**config.mk**
```make
export PLATFORM = sky130hd
export DESIGN_NAME = sram_arbiter
export DESIGN_NICKNAME = d
export VERILOG_FILES = /design/src/rtl/sram_arbiter_pkg.sv /design/src/rtl/sram_arbiter_rr_pick.sv /design/src/rtl/sram_arbiter.sv
export SDC_FILE = /design/constraint.sdc
export NUM_CORES = 1
export LEC_CHECK = 0
export BUFFER_PORTS_ARGS = -buffer_cell sky130_fd_sc_hd__buf_2
export CAP_MARGIN = 20
export CORE_AREA = 2 2 134 136
export DETAILED_ROUTE_END_ITERATION = 10
export DIE_AREA = 0 0 136 138
export PLACE_DENSITY = 0.55
export SLEW_MARGIN = 20
export SYNTH_ARGS = -nofsm -noshare
export SYNTH_HDL_FRONTEND = slang
export SYNTH_HIERARCHICAL = 1
export SYNTH_SLANG_ARGS = --single-unit
```
**constraint.sdc**
```tcl
create_clock -name clk -period 1.9 [get_ports clk]
set_clock_uncertainty 0.2 [all_clocks]
set_input_delay 0.095 -clock clk [delete_from_list [all_inputs] [get_ports clk]]
set_output_delay 0.095 -clock clk [all_outputs]
set_load 0.01 [all_outputs]
```
**src/rtl/sram_arbiter_pkg.sv**
```systemverilog
// Shared types for the sram request/stall bus arbiter.
package sram_arbiter_pkg;

    typedef enum logic {
        IDLE = 1'b0,
        BUSY = 1'b1
    } arb_state_t;

    localparam int MAX_MASTERS = 8;
    localparam int BUS_ADDR_W  = 32;
    localparam int BUS_IDX_W   = $clog2(MAX_MASTERS);

    // Master index width; a single-master build still needs one bit.
    function automatic int idx_width(input int n);
        return (n > 1) ? $clog2(n) : 1;
    endfunction

    typedef struct packed {
        logic                  vld;
        logic [BUS_IDX_W-1:0]  master;
        logic [BUS_ADDR_W-1:0] addr;
    } bus_error_t;

endpackage

```
**src/rtl/sram_arbiter_rr_pick.sv**
```systemverilog
// Cyclic priority select: first set bit of req at or after ptr.
// Latency: combinational.
// Backpressure: none; vld low when no request is pending.
module rr_pick
    import sram_arbiter_pkg::*;
#(
    parameter int N_MASTERS = 2,
    localparam int IDX_W = idx_width(N_MASTERS)
) (
    input  logic [N_MASTERS-1:0] req,
    input  logic [IDX_W-1:0]     ptr,
    output logic [IDX_W-1:0]     idx,
    output logic                 vld
);

    int j;

    // Walk the ring backwards so the nearest requester after ptr is written last.
    always_comb begin
        idx = '0;
        vld = 1'b0;
        j   = 0;
        for (int k = N_MASTERS - 1; k >= 0; k--) begin
            j = int'(ptr) + k;
            if (j >= N_MASTERS) begin
                j = j - N_MASTERS;
            end
            if (req[j]) begin
                idx = IDX_W'(j);
                vld = 1'b1;
            end
        end
    end

endmodule

```
**src/rtl/sram_arbiter.sv**
```systemverilog
// N-master to 1-slave sram bus arbiter with round-robin grant and stall watchdog.
// Latency: one cycle IDLE->grant; zero-bubble regrant on completion.
// Backpressure: losers see m_stall=m_en; owner sees s_stall until done or aborted.
module sram_arbiter
    import sram_arbiter_pkg::*;
#(
    parameter int N_MASTERS = 2,
    parameter int ADDR_W    = 32,
    parameter int DATA_W    = 32,
    parameter int TIMEOUT   = 255
) (
    input  logic                                 clk,
    input  logic                                 rst_n,
    input  logic [N_MASTERS-1:0]                 m_en,
    input  logic [N_MASTERS-1:0][DATA_W/8-1:0]   m_we,
    input  logic [N_MASTERS-1:0][ADDR_W-1:0]     m_addr,
    input  logic [N_MASTERS-1:0][DATA_W-1:0]     m_data_w,
    output logic [N_MASTERS-1:0][DATA_W-1:0]     m_data_r,
    output logic [N_MASTERS-1:0]                 m_stall,
    output logic [N_MASTERS-1:0]                 m_err,
    output logic                                 s_en,
    output logic [DATA_W/8-1:0]                  s_we,
    output logic [ADDR_W-1:0]                    s_addr,
    output logic [DATA_W-1:0]                    s_data_w,
    input  logic [DATA_W-1:0]                    s_data_r,
    input  logic                                 s_stall,
    output logic [ADDR_W-1:0]                    err_addr
);

    localparam int IDX_W = idx_width(N_MASTERS);
    localparam int WD_W  = (TIMEOUT > 0) ? $clog2(TIMEOUT + 1) : 1;
    localparam logic [WD_W-1:0]  WD_MAX = WD_W'(TIMEOUT);
    localparam logic [IDX_W-1:0] LAST   = IDX_W'(N_MASTERS - 1);

    arb_state_t       state;
    logic [IDX_W-1:0] gnt;
    logic [IDX_W-1:0] rr_ptr;
    logic [IDX_W-1:0] gnt_inc;
    logic [IDX_W-1:0] pick_ptr;
    logic [IDX_W-1:0] pick_idx;
    logic             pick_vld;
    logic [WD_W-1:0]  wd_cnt;
    logic             busy;
    logic             gnt_en;
    logic             abort;
    logic             done;

    assign busy     = (state == BUSY);
    assign gnt_en   = m_en[gnt];
    assign gnt_inc  = (gnt == LAST) ? '0 : gnt + IDX_W'(1);
    assign abort    = busy && (TIMEOUT != 0) && (wd_cnt == WD_MAX);
    assign done     = abort || (busy && gnt_en && !s_stall);
    // On completion the next winner is searched from just past the finishing owner.
    assign pick_ptr = busy ? gnt_inc : rr_ptr;

    rr_pick #(
        .N_MASTERS (N_MASTERS)
    ) u_pick (
        .req (m_en),
        .ptr (pick_ptr),
        .idx (pick_idx),
        .vld (pick_vld)
    );

    always_ff @(posedge clk or negedge rst_n) begin
        if (!rst_n) begin
            state    <= IDLE;
            gnt      <= '0;
            rr_ptr   <= '0;
            wd_cnt   <= '0;
            err_addr <= '0;
        end else if (!busy) begin
            wd_cnt <= '0;
            if (pick_vld) begin
                gnt   <= pick_idx;
                state <= BUSY;
            end
        end else if (done) begin
            rr_ptr <= gnt_inc;
            wd_cnt <= '0;
            if (abort) begin
                err_addr <= m_addr[gnt];
            end
            if (pick_vld) begin
                gnt <= pick_idx;
            end else begin
                state <= IDLE;
            end
        end else if (!gnt_en) begin
            state  <= IDLE;
            wd_cnt <= '0;
        end else if (wd_cnt != WD_MAX) begin
            wd_cnt <= wd_cnt + WD_W'(1);
        end
    end

    // s_en is kept apart from the s_stall-dependent logic below.
    assign s_en = busy && gnt_en && !abort;

    always_comb begin
        s_we     = '0;
        s_addr   = '0;
        s_data_w = '0;
        if (busy) begin
            s_we     = m_we[gnt];
            s_addr   = m_addr[gnt];
            s_data_w = m_data_w[gnt];
        end
    end

    always_comb begin
        m_stall  = m_en;
        m_err    = '0;
        m_data_r = '0;
        if (busy) begin
            for (int i = 0; i < N_MASTERS; i++) begin
                m_data_r[i] = s_data_r;
            end
            m_stall[gnt] = s_stall && !abort;
            m_err[gnt]   = abort;
            if (abort) begin
                m_data_r[gnt] = '0;
            end
        end
    end

endmodule

```
==> results of run 1 <==
[per-stage QoR]
| stage | setup WS, ns | TNS [ns] | total power [mW] | cells | hold slack (ns) |
|---|---|---|---|---|---|
| 5_1_grt | -0.1543 | -11.98 | 7.561 | 1081 | 0.03308 |
| 4_1_cts | -0.05382 | -2.981 | 6.057 | 1060 | 0.006697 |
| 2_1_floorplan | 0.07733 | 0 | 3.096 | 430 | -0.4006 |
| 3_3_place_gp | 0.07377 | 0 | 4.431 | 981 | -0.1381 |
| 3_5_place_dp | 0.09397 | 0 | 4.420 | 981 | -0.1327 |
| 6_report | -0.1041 | -5.144 | 7.119 | 1081 | 0.02225 |
[sequential cells by signal, summed over array words and instances (netlist names)]
name / flops
err_addr: 32
wd_cnt: 8
rr_ptr: 1
gnt: 1
busy: 1
[final cells by class]
type	instances	area, µm²
Fill cell	1782	10610
Clock inverter	1	5.005
Inverter	5	21.27
Antenna cell	1	2.502
Tap cell	229	286.5
Timing Repair Buffer	446	3097
Clock buffer	7	132.6
Sequential cell	43	1081
Multi-Input combinational cell	349	2298
[logic make-up after synthesis]
logic type | Yosys count | synth area share, %
AND/OR/NAND/NOR | 231 | 28.80
multiplexers | 72 | 22.67
flip-flops | 43 | 33.39
AO/OA/AOI/OAI | 41 | 7.065
buffers and inverters | 38 | 6.599
XOR/XNOR | 4 | 1.087
adder cells (fa/ha/maj) | 1 | 0.3881
[cell usage in the layout, fill, tap and decap left out, drive strengths merged, types with 3 or more instances in the layout]
cell type    synthesis  routed
buf                 24     376
clkbuf               9      14
dfrtp               43      43
dlygate4sd3          0      63
inv                  4       5
mux2i               70      70
nand2               73      73
nand3                5       5
nor2               143     143
o21ai               36      36
xor2                 3       3
[metal layers]
metal / up-vias / GRT usage (%) / routed length, µm / part of all wire (%)
met5: - / 0 / 0 / 0
met4: 0 / 5.154 / 348 / 2.2
met3: 26 / 3.117 / 996 / 6.2
met2: 199 / 26.63 / 8305 / 52
met1: 2056 / 17.39 / 6315 / 40
li1: 2257 / - / - / -
[power by group]
| part | internal [mW] | switching [mW] |
|---|---|---|
| clock | 0.486 | 0.351 |
| combinational | 2.76 | 2.51 |
| sequential | 0.957 | 0.0489 |
[path summary, 6_finish.rpt]
check / start / to / depth (start not counted)
min: s_stall / busy / 4
max in group asynchronous: rst_n / err_addr[31] / 3
max: gnt / s_addr[1] / 6
min in group asynchronous: rst_n / err_addr[15] / 2
max reg2reg: gnt / gnt / 5
min reg2reg: err_addr[23] / err_addr[23] / 2
[worst min-delay path, stage by stage]
cell	delay, ns
buf_2	0.13
nor2b_4	0.13
o31ai_4	0.07
nand2_1	0.05
[repair_timing]
action	4_1_cts	5_1_grt
gates resized for setup	38	67
hold endpoints to repair	74	0
pin swaps	2	8
setup buffers	3	12
cloned	5	8
endpoints found under the setup margin	136	131
hold buffers	63	0
==> impl.org, run 1 <==
** Timing
- Max Clock Freq :: 499.0 MHz
- Worst slew margin relative to its limit :: 70.92%
- The hold violation total from the final report is 0.
- Transition at the pin with the smallest max-transition slack :: 0.4361 ns
- Setup violations remaining at the end of the flow were counted as 97.
- Of the available clock period, the critical path in the final layout requires 105.5%.
- For the finished layout, the period the worst path requires is roughly 2 ns.
- The number of pins with negative max-slew slack in the final report came to 0.
- Setup repair after global routing could not meet its margin everywhere.
- Least setup slack across all paths after layout :: -0.1041 ns

** Global route
- The first global-routing pass estimated 22310 µm of wire.
- All-Layer GR Usage :: 14.88%
- The number of antenna violations at the first check in global routing was 1.
- Global routing finished with a remaining overflow of 0.
- Vias in the first global route :: 4348
- Largest net degree at the start of global routing :: 65

** Routing
- After detailed routing, the average wire length per cell comes to 14.77 µm.
- In the routed design, unresolved DRC markers number 0.
- Summed over all layers, the routed wires come to 15970 µm.
- The detailed router finished its first iteration with about 190 violations.
- The first detailed-routing pass ran for 4 iterations.
- Number of antenna-violating nets in the routed design :: 0
- Vias :: 4538
- Routed via count divided by cell count :: 4.198

** Critical path
- The worst setup path is launched from a flip-flop.
- Counting both buffers and inverters, the worst setup path holds a total of 4.
- Slowest Stage Delay on Critical Path :: 0.52 ns
- Required time reported for the critical path endpoint :: 1.60 ns
- The worst setup path is captured at an output port.
- The critical path in this run is classified as reg -> out.
- Cell family with the largest share of critical-path delay :: buffers and inverters
- Setup slack on the worst flop-to-flop path :: -0.05 ns
- Worst-path maximum fanout :: 6
- Most common cell on crit path :: buf_12
- For the worst setup path, the data arrival time is 1.71 ns.
- The largest individual stage delay along the critical path comes from the cell dfrtp_4.
- Traced cell by cell, the critical path runs through buf_12 -> buf_12 -> buf_16 -> mux2i_2 -> nor2_1 -> buf_2.

** Yosys
- Most common library cells after synthesis :: nor2_1 (142), nand2_1 (72), mux2i_1 (70)
- By area the synthesized netlist is led by dfrtp_1 (33%), mux2i_1 (22%), nor2_1 (17%).
- Synthesized area per cell :: roughly 7.5 µm²
- Yosys printed 6 warnings.
- Count of flip-flops with a built-in enable after synthesis :: 0
- Async set-or-reset flop fraction in the synthesized netlist :: 100.0%
- Share of the synthesized area in the top cell type :: 33.39%
- Synth Instances :: 430
- Top flip-flop cell by instance count after synthesis :: dfrtp_1
- Counting flops and latches in the post-synthesis netlist gives 43.
- Sequential elements use 33.39% of the synthesized area.
- dfrtp_1 takes more of the synthesized area than any other cell.
- Most common cell in the synthesized netlist :: nor2_1
- The synthesized netlist occupies a cell area of 3223 µm².
- The netlist uses 32 different library cells.
- Net count of the mapped netlist :: between 600 and 700

** Floorplanning
- The die is 138 µm tall.
- After floorplanning, the core was sized to cover 17530 µm².
- Die X :: 136 µm
- Number of core rows :: 49
- For this configuration, the core starts out at a cell density of 18.38%.
- In this run the count of I/O pins placed on the die edge is 342.
- Area enclosed by the die boundary :: 18770 µm²

** Finish
- The finished cells cover 6924 µm².
- Cells fill between 30% and 40% of the core in the end.
- The post-route netlist has 52.53% of its cells at a drive strength greater than 1.
- Count of nets after finishing :: approximately 1000
- Layout area overhead :: 114.8%

** Flow run
- Max cap viols :: 0

** Run status
- Violated checks :: setup timing
- Run status :: finished with violations

** CTS
- Total CTS buffers :: 5
- The clock tree synthesis step divided the H-tree into 2 levels.
- CTS tree :: built
- The clock passes through at most 2 buffers.
- The clock drives 43 sinks.
- Clock Pin Slew Worst Setup and Hold Paths :: ~0.060 ns
- For the worst-skew pair, the clock arrives at the later sink with an insertion delay of 0.29 ns.
- Clock tree synthesis selected as its root buffer the cell clkbuf_16.

** Placement
- IO buf count :: between 300 and 400
- Detailed placement ended at an HPWL of 9928 µm.
- Post-place instance area :: 5206 µm²
- Final estimated routing congestion in global placement :: 0.8175

** Power
- IR drop worst, VDD :: 0.4534 mV
- For this design the ratio of total power to cell area is 1028 nW/µm².
- Static leakage :: 3.665 nW

** Hold path
- Worst min-delay path category :: in -> reg
No activity file was read; power rests on OpenSTA's default activity.
==> run 2: changes to the inputs <==
--- a/config.mk
+++ b/config.mk
@@ -5,8 +5,8 @@
 export SDC_FILE = /design/constraint.sdc
 export NUM_CORES = 1
 export LEC_CHECK = 0
-export BUFFER_PORTS_ARGS = -buffer_cell sky130_fd_sc_hd__buf_2
-export CAP_MARGIN = 20
+export ABC_CLOCK_PERIOD_IN_PS = 1900
+export BUFFER_PORTS_ARGS = -buffer_cell sky130_fd_sc_hd__clkbuf_2
 export CORE_AREA = 2 2 134 136
 export DETAILED_ROUTE_END_ITERATION = 10
 export DIE_AREA = 0 0 136 138
==> run 2 against run 1 <==
  * The flow still finishes with violations (setup timing)
  * Die area is the same
  * First-iteration DRC count shrank 2.7%
  * Routed wire length shrank 4.3%
  * Critical endpoint is now m_data_r[46]
  * Largest cell class unchanged
  * Highest routed layer unchanged
==> impl.org, run 2 (same netlist as run 1, synthesis figures left out) <==
** Run status
- Run status: finished with violations (unchanged).
- Violated checks: setup timing (unchanged).

** Floorplanning
- The die outline width came to 136 µm (unchanged).
- The total die area came to 18770 µm² (unchanged).
- The area of the placeable core came to 17530 µm² (unchanged).
- Die extent in y :: 138 µm (unchanged)
- The initial core utilization came to 18.38% (unchanged).
- The standard-cell row count was 49 (unchanged).
- Top-level port count :: 342 (unchanged)

** Critical path
- Setup slack on the worst flop-to-flop path :: -0.06 ns (was -0.05 ns)
- The total buffers and inverters traversed by the critical path came to 2 (was 4).
- Worst-path cell with the longest stage delay :: dfrtp_1 (was dfrtp_4)
- Crit path launch type :: flip-flop (unchanged)
- Crit Path Class :: reg -> out (unchanged)
- The family of cells with the greatest summed delay on the critical path is simple AND/OR/NAND/NOR gates (was buffers and inverters).
- The worst reg2reg path startpoint is gnt (unchanged).
- The signal arrival time at the worst endpoint is 1.68 ns (was 1.71 ns).
- Reg2Reg Capture Point :: gnt (unchanged)
- Depth of the most critical reg-to-reg path :: 5 (unchanged)
- Required time reported for the critical path endpoint :: 1.60 ns (about the same)
- The critical path capture point is m_data_r[46] (was s_addr[1]).
- The capturing element type of the critical path was an output port (unchanged).
- The number of cells on the critical path is 6 (unchanged).
- The launch point of the worst path is wd_cnt[1] (was gnt).
- Cell breakdown of the critical path :: ha_2 -> and4_4 -> and3_4 -> clkbuf_16 -> nor2_1 -> clkbuf_2 (was buf_12 -> buf_12 -> buf_16 -> mux2i_2 -> nor2_1 -> buf_2)
- The maximum net fanout on the critical path was 8 (was 6).
- The largest stage delay on the critical path came to 0.36 ns (was 0.52 ns).

** Timing
- Transition at the pin with the smallest max-transition slack :: 0.4514 ns (was 0.4361 ns)
- Max Clock Freq :: 507.1 MHz (was 499.0 MHz)
- The worst slew margin relative to its limit came to 69.90% (was 70.92%).
- Final critical path time including I/O delays and setup :: 1.972 ns (was 2.004 ns)
- The hold violation total from the final report is 0 (unchanged).
- Final cycle utilization of the critical path :: 103.8% (was 105.5%)
- Endpoints failing setup :: 68 (was 97)
- Max Slew Vio Count :: 0 (unchanged)
- Least setup slack across all paths after layout :: -0.07214 ns (was -0.1041 ns)
- Setup repair after global routing missed its margin :: true (unchanged)
- Worst-case hold slack :: 0.02968 ns (was 0.02225 ns)

** Routing
- Vias :: 4549 (was 4538)
- DRC violations left :: 0 (unchanged)
- Routed via count divided by cell count :: 4.240 (was 4.198)
- Routed WL :: 15280 µm (was 15970 µm)
- Number of DRC markers after the initial detailed-route iteration :: 182 (was 187)
- Average wire length per cell after detail routing :: 14.24 µm (was 14.77 µm)
- Number of search-and-repair iterations in the first detailed-routing pass :: 4 (unchanged)
- Number of antenna-violating nets in the routed design :: 0 (unchanged)

** Global route
- The largest net degree at the start of global routing is 65 (unchanged).
- The number of antenna violations at the first check in global routing came to 0 (was 1).
- Vias in the first global route :: 4384 (was 4348)
- Wire length of the first global-routing pass :: 22560 µm (was 22310 µm)
- The total routing usage reported by global routing came to 15.08% (was 14.88%).
- GRT Residual Overflow :: 0 (unchanged)

** Power
- Power Density :: 1002 nW/µm² (was 1028 nW/µm²)
- The worst IR drop on VDD came to 0.4476 mV (was 0.4534 mV).
- The leakage power is 3.632 nW (was 3.665 nW).

** Finish
- Post-route cell area :: 6604 µm² (was 6924 µm²)
- Layout area overhead :: 104.9% (was 114.8%)
- Final core occ :: 37.66% (was 39.49%)
- Number of flip-flops under the largest register name :: 32 (unchanged)
- Most frequent cells in the layout: clkbuf_2 (312), nor2_1 (130), nand2_1 (71) (was buf_2 (337), nor2_1 (131), nand2_1 (71)).
- Most common cell after layout, fill and taps aside :: clkbuf_2 (was buf_2)
- The register bank with the most flops is err_addr (unchanged).
- Fraction of layout cells with a size suffix above 1 :: 51.30% (was 52.53%)
- Largest registers: err_addr x32, wd_cnt x8 (unchanged).
- The layout net count was 1017 (was 1024).
- Final antenna diode count :: 0 (was 1)

** Placement
- Worst-case setup slack after placement :: 0.08880 ns (was 0.09397 ns)
- Final estimated routing congestion in global placement :: 0.7973 (was 0.8175)
- The number of port buffers is 341 (unchanged).
- The instance area after placement is 5221 µm² (was 5206 µm²).
- DP Wirelength :: 10040 µm (was 9928 µm)

** CTS
- The number of buffers on the longest clock path is 2 (unchanged).
- Later-pin clock latency in the skew report :: 0.28 ns (was 0.29 ns)
- Total CTS buffers :: 5 (unchanged)
- Clock root buffer master :: clkbuf_16 (unchanged)
- The TritonCTS clock tree is built (unchanged).
- The clock-pin slew of the registers on the worst-case setup and hold paths was 0.06 ns (about the same).
- The total clock sinks was 43 (unchanged).
- Number of H-tree levels :: 2 (unchanged)

** Flow run
- Max cap viols :: 0 (unchanged)

** Hold path
- Worst min-delay path category :: in -> reg (unchanged)
[run 2: cell types whose count changed in the layout (fill, tap and decap cells not counted), moves of 3 or more]
cell and delta:
buf_12 -3, buf_2 -312, buf_4 +3, buf_8 -3, clkbuf_2 +312, mux2i_1 +11
mux2i_4 -12
[run 2: final cells by class]
cell class | count | area (µm²)
clock buffer | 5 | 125.1
inverter | 5 | 21.27
fill | 1826 | 10930
multi-input combinational | 349 | 2132
clock inverter | 3 | 46.29
tap | 229 | 286.5
sequential | 43 | 1081
timing repair buffer | 439 | 2912
[run 2: worst min-delay path, delay by kind of cell]
kind	cells	cell delay [ns]
compound gates	1	0.10
buf+inv	2	0.21
mux	1	0.06
[run 2: worst min path at each step]
stage	end	slack, ns	cells past startpoint	from
2_1_floorplan	busy	-0.40	0	rst_n
3_3_place_gp	err_addr[15]	-0.13	1	rst_n
3_5_place_dp	err_addr[15]	-0.13	1	rst_n
4_1_cts	err_addr[30]	0.01	4	m_addr[62]
5_1_grt	err_addr[30]	0.05	4	m_addr[62]
6_report	err_addr[30]	0.03	4	m_addr[62]
[run 2: repair_timing]
action,in CTS,in global routing
endpoints found under the hold margin,52,0
hold buffers,61,0
pin swaps,3,9
setup buffers,6,7
setup endpoints to repair,136,121
cloned,4,5
resized for setup,35,71
[run 2: layer usage]
layer	global-route usage [%]	vias up	part of all wire (%)
li1	-	2236	-
met1	17.47	2060	40
met2	28.11	215	51
met3	1.797	38	5.3
met4	5.318	0	3.2
met5	0	-	0
[run 2: per-stage QoR]
step | TNS [ns] | total power, mW | std cells
final | -2.356 | 6.614 | 1073
after global routing | -8.352 | 7.028 | 1073
after CTS | -1.660 | 6.153 | 1062
after detailed placement | 0 | 4.479 | 983
after global placement | 0 | 4.491 | 983
after floorplan | 0 | 3.096 | 430
[run 2: report_power, final]
part	internal [mW]	switching [mW]
logic	2.27	2.33
clock network	0.625	0.391
registers	0.956	0.0377
total	3.86	2.76
==> run 3: changes to the inputs <==
--- a/config.mk
+++ b/config.mk
@@ -10,9 +10,11 @@
 export CORE_AREA = 2 2 134 136
 export DETAILED_ROUTE_END_ITERATION = 10
 export DIE_AREA = 0 0 136 138
-export PLACE_DENSITY = 0.55
+export PLACE_DENSITY_LB_ADDON = 0.05
+export REMOVE_ABC_BUFFERS = 1
 export SLEW_MARGIN = 20
 export SYNTH_ARGS = -nofsm -noshare
 export SYNTH_HDL_FRONTEND = slang
 export SYNTH_HIERARCHICAL = 1
 export SYNTH_SLANG_ARGS = --single-unit
+export TNS_END_PERCENT = 10
==> run 3 against run 2 <==
  * Via count down 3.9%
  * Global-route usage decreased by 0.94 points
  * Maximum frequency is 1.7% higher
  * Worst hold slack better by 0.0091 ns
  * Largest power group unchanged
  * Die area stayed put
  * The flow still finishes with violations (setup timing)
  * Setup slack better by 0.033 ns
  * Sequential power fell by 1%
  * Cell count shrank 0.93%
  * Design area shrank 5.2%
==> impl.org, run 3 (same netlist as run 1, synthesis figures left out) <==
** Run status
- Run status :: finished with violations (unchanged)
- Violated checks :: setup timing (unchanged)

** Routing
- Number of antenna-violating nets in the routed design :: 0 (unchanged)
- The total iterations of the first detailed-routing run came to 4 (unchanged).
- Number of DRC markers after the initial detailed-route iteration :: 75 (was 182)
- Wire length on met3 :: 1139 µm (was 814 µm)
- Average wire length per cell after detail routing :: 13.04 µm (was 14.24 µm)
- Routed via count divided by cell count :: 4.112 (was 4.240)
- The post-detailed-route DRC marker count was 0 (unchanged).
- Routed WL :: 13870 µm (was 15280 µm)
- Met2 wirelength from detailed routing :: 7401 µm (was 7862 µm)
- Wl on met1 :: 5099 µm (was 6121 µm)
- Top sig layer :: met4 (unchanged)
- The number of vias after detailed routing was 4371 (was 4549).

** Finish
- Fraction of layout cells with a size suffix above 1 :: 47.96% (was 51.30%)
- Post-route cell area :: 6257 µm² (was 6604 µm²)
- Final core occ :: 35.69% (was 37.66%)
- Most frequent cells in the layout :: clkbuf_2 (332), nor2_1 (138), nand2_1 (72) (was clkbuf_2 (312), nor2_1 (130), nand2_1 (71))
- The most frequent standard cell in the layout excluding fill and tap cells is clkbuf_2 (unchanged).
- Largest registers :: err_addr x32, wd_cnt x8 (unchanged)
- The register bank with the most flops was err_addr (unchanged).
- The synthesis-to-layout area growth is 94.14% (was 104.9%).
- The flip-flop count of the largest register, all copies and words added came to 32 (unchanged).
- Final antenna diode count :: 0 (unchanged)
- Count of nets after finishing :: 1007 (was 1017)
- Count of filler cells inserted in the layout :: 1853 (was 1826)

** Floorplanning
- The number of primary I/O pins is 342 (unchanged).
- The die outline width is 136 µm (unchanged).
- Starting density of the core :: 18.38% (unchanged)
- Area enclosed by the die boundary :: 18770 µm² (unchanged)
- Number of core rows :: 49 (unchanged)
- The y dimension of the die was 138 µm (unchanged).
- The area of the placeable core is 17530 µm² (unchanged).

** Critical path
- The worst setup path category was reg -> out (unchanged).
- The depth of the worst register-to-register path was 6 (was 5).
- Source of the critical timing path :: wd_cnt[1] (unchanged)
- The critical path capture point is m_data_r[6] (was m_data_r[46]).
- The required arrival time at the worst endpoint was 1.60 ns (about the same).
- Worst-path maximum fanout :: 33 (was 8)
- Start of the worst register-to-register path :: wd_cnt[1] (was gnt)
- The signal arrival time at the worst endpoint came to 1.64 ns (was 1.68 ns).
- The capturing element type of the critical path is an output port (unchanged).
- Reg2Reg Capture Point :: gnt (unchanged)
- The type of element launching the critical path is a flip-flop (unchanged).
- The register-to-register path setup slack was 0.12 ns (was -0.06 ns).

** Placement
- The final estimated routing congestion in global placement came to 0.7932 (was 0.7973).
- The detailed-placement wirelength estimate was 10750 µm (was 10040 µm).
- IO buf count :: 341 (unchanged)
- Post-place instance area :: 5224 µm² (was 5221 µm²)

** Timing
- The maximum frequency from static timing analysis came to 515.8 MHz (was 507.1 MHz).
- The worst slew margin relative to its limit was 79.51% (was 69.90%).
- Max Slew Vio Count :: 0 (unchanged)
- The post-route clock period utilization was 102.0% (was 103.8%).
- Least setup slack across all paths after layout :: -0.03886 ns (was -0.07214 ns)
- Endpoints failing setup :: 63 (was 68)
- Setup repair after global routing missed its margin: true (unchanged).
- Final Hold Fails :: 0 (unchanged)
- Final critical path time including I/O delays and setup :: 1.939 ns (was 1.972 ns)
- The slew of the pin with the lowest slew margin is 0.3063 ns (was 0.4514 ns).
- Worst-case hold slack :: 0.03875 ns (was 0.02968 ns)

** CTS
- Clock root buffer master :: clkbuf_16 (unchanged)
- The number of buffers on the longest clock path was 2 (unchanged).
- Num Clock Sinks :: 43 (unchanged)
- The clock-pin slew of the registers on the worst-case setup and hold paths is 0.06 ns (about the same).
- Total CTS buffers :: 5 (unchanged)
- The number of H-tree levels came to 2 (unchanged).
- CTS tree :: built (unchanged)
- Later-pin clock latency in the skew report :: 0.28 ns (about the same)

** Flow run
- Max cap viols :: 0 (unchanged)

** Global route
- The wire length of the first global-routing pass was 21360 µm (was 22560 µm).
- All-Layer GR Usage :: 14.15% (was 15.08%)
- Largest net degree at the start of global routing :: 47 (was 65)
- The number of antenna violations at the first check in global routing is 0 (unchanged).
- Vias in the first global route :: 4373 (was 4384)
- The overflow left after global routing is 0 (unchanged).

** Power
- The power per unit of standard cell area is 915.8 nW/µm² (was 1002 nW/µm²).
- Static leakage :: 3.509 nW (was 3.632 nW)
- IR drop worst, VDD :: 0.3687 mV (was 0.4476 mV)

** Hold path
- The worst hold-check path type is in -> reg (unchanged).
run 3: how the worst min path moves through the flow:
| stage | from | to | slack (ns) | cells past startpoint |
|---|---|---|---|---|
| 3_5_place_dp | rst_n | err_addr[3] | -0.25 | 1 |
| 3_3_place_gp | rst_n | err_addr[9] | -0.25 | 1 |
| 2_1_floorplan | rst_n | busy | -0.40 | 0 |
| 6_report | s_stall | busy | 0.04 | 4 |
| 5_1_grt | m_en[0] | gnt | 0.05 | 3 |
| 4_1_cts | s_stall | busy | 0.04 | 4 |
run 3: layout make-up:
class | instances | area (µm²) | share of cell area [%]
clock buffer | 7 | 142.6 | 2.280
clock inverter | 1 | 8.758 | 0.1400
inverter | 5 | 18.77 | 0.2999
multi-input combinational | 349 | 2026 | 32.37
sequential | 43 | 1080 | 17.26
tap | 229 | 286.5 | 4.579
timing repair buffer | 429 | 2695 | 43.07
run 3: layer usage:
metal,track usage [%],up-vias
met5,0,-
met4,3.618,0
met3,3.887,17
met2,27.72,193
met1,14.42,1941
li1,-,2220
run 3: where the power goes:
part | switching [mW] | internal (mW) | total [mW]
Combinational | 2.08 | 1.80 | 3.88
Sequential | 0.0274 | 0.956 | 0.983
Clock | 0.342 | 0.526 | 0.868
Total | 2.45 | 3.29 | 5.73
run 3: per-stage QoR:
stage	power (mW)	setup TNS, ns	worst slack, ns	std cells
3_5_place_dp	4.471	0	0.07505	985
6_report	5.731	-0.8636	-0.03886	1063
2_1_floorplan	2.909	-271.90	-1.987	397
3_3_place_gp	4.463	0	0.1273	985
4_1_cts	5.679	-3.539	-0.08413	1062
5_1_grt	6.171	-8.315	-0.1394	1063
run 3: worst max-delay path, cell delays in order (launching register included):
cell and delay, ns:
dfrtp_1 0.39, ha_4 0.15, and4_4 0.23, nand2_4 0.09, nor2_4 0.11, buf_12 0.18
nor2_1 0.07, clkbuf_2 0.13
run 3: timing repair:
item,CTS,global route
pin swaps,2,1
buffers inserted,1,0
resized for setup,21,25
setup endpoints to repair,122,124
hold buffers,66,0
hold endpoints to repair,75,0
gates cloned,2,1
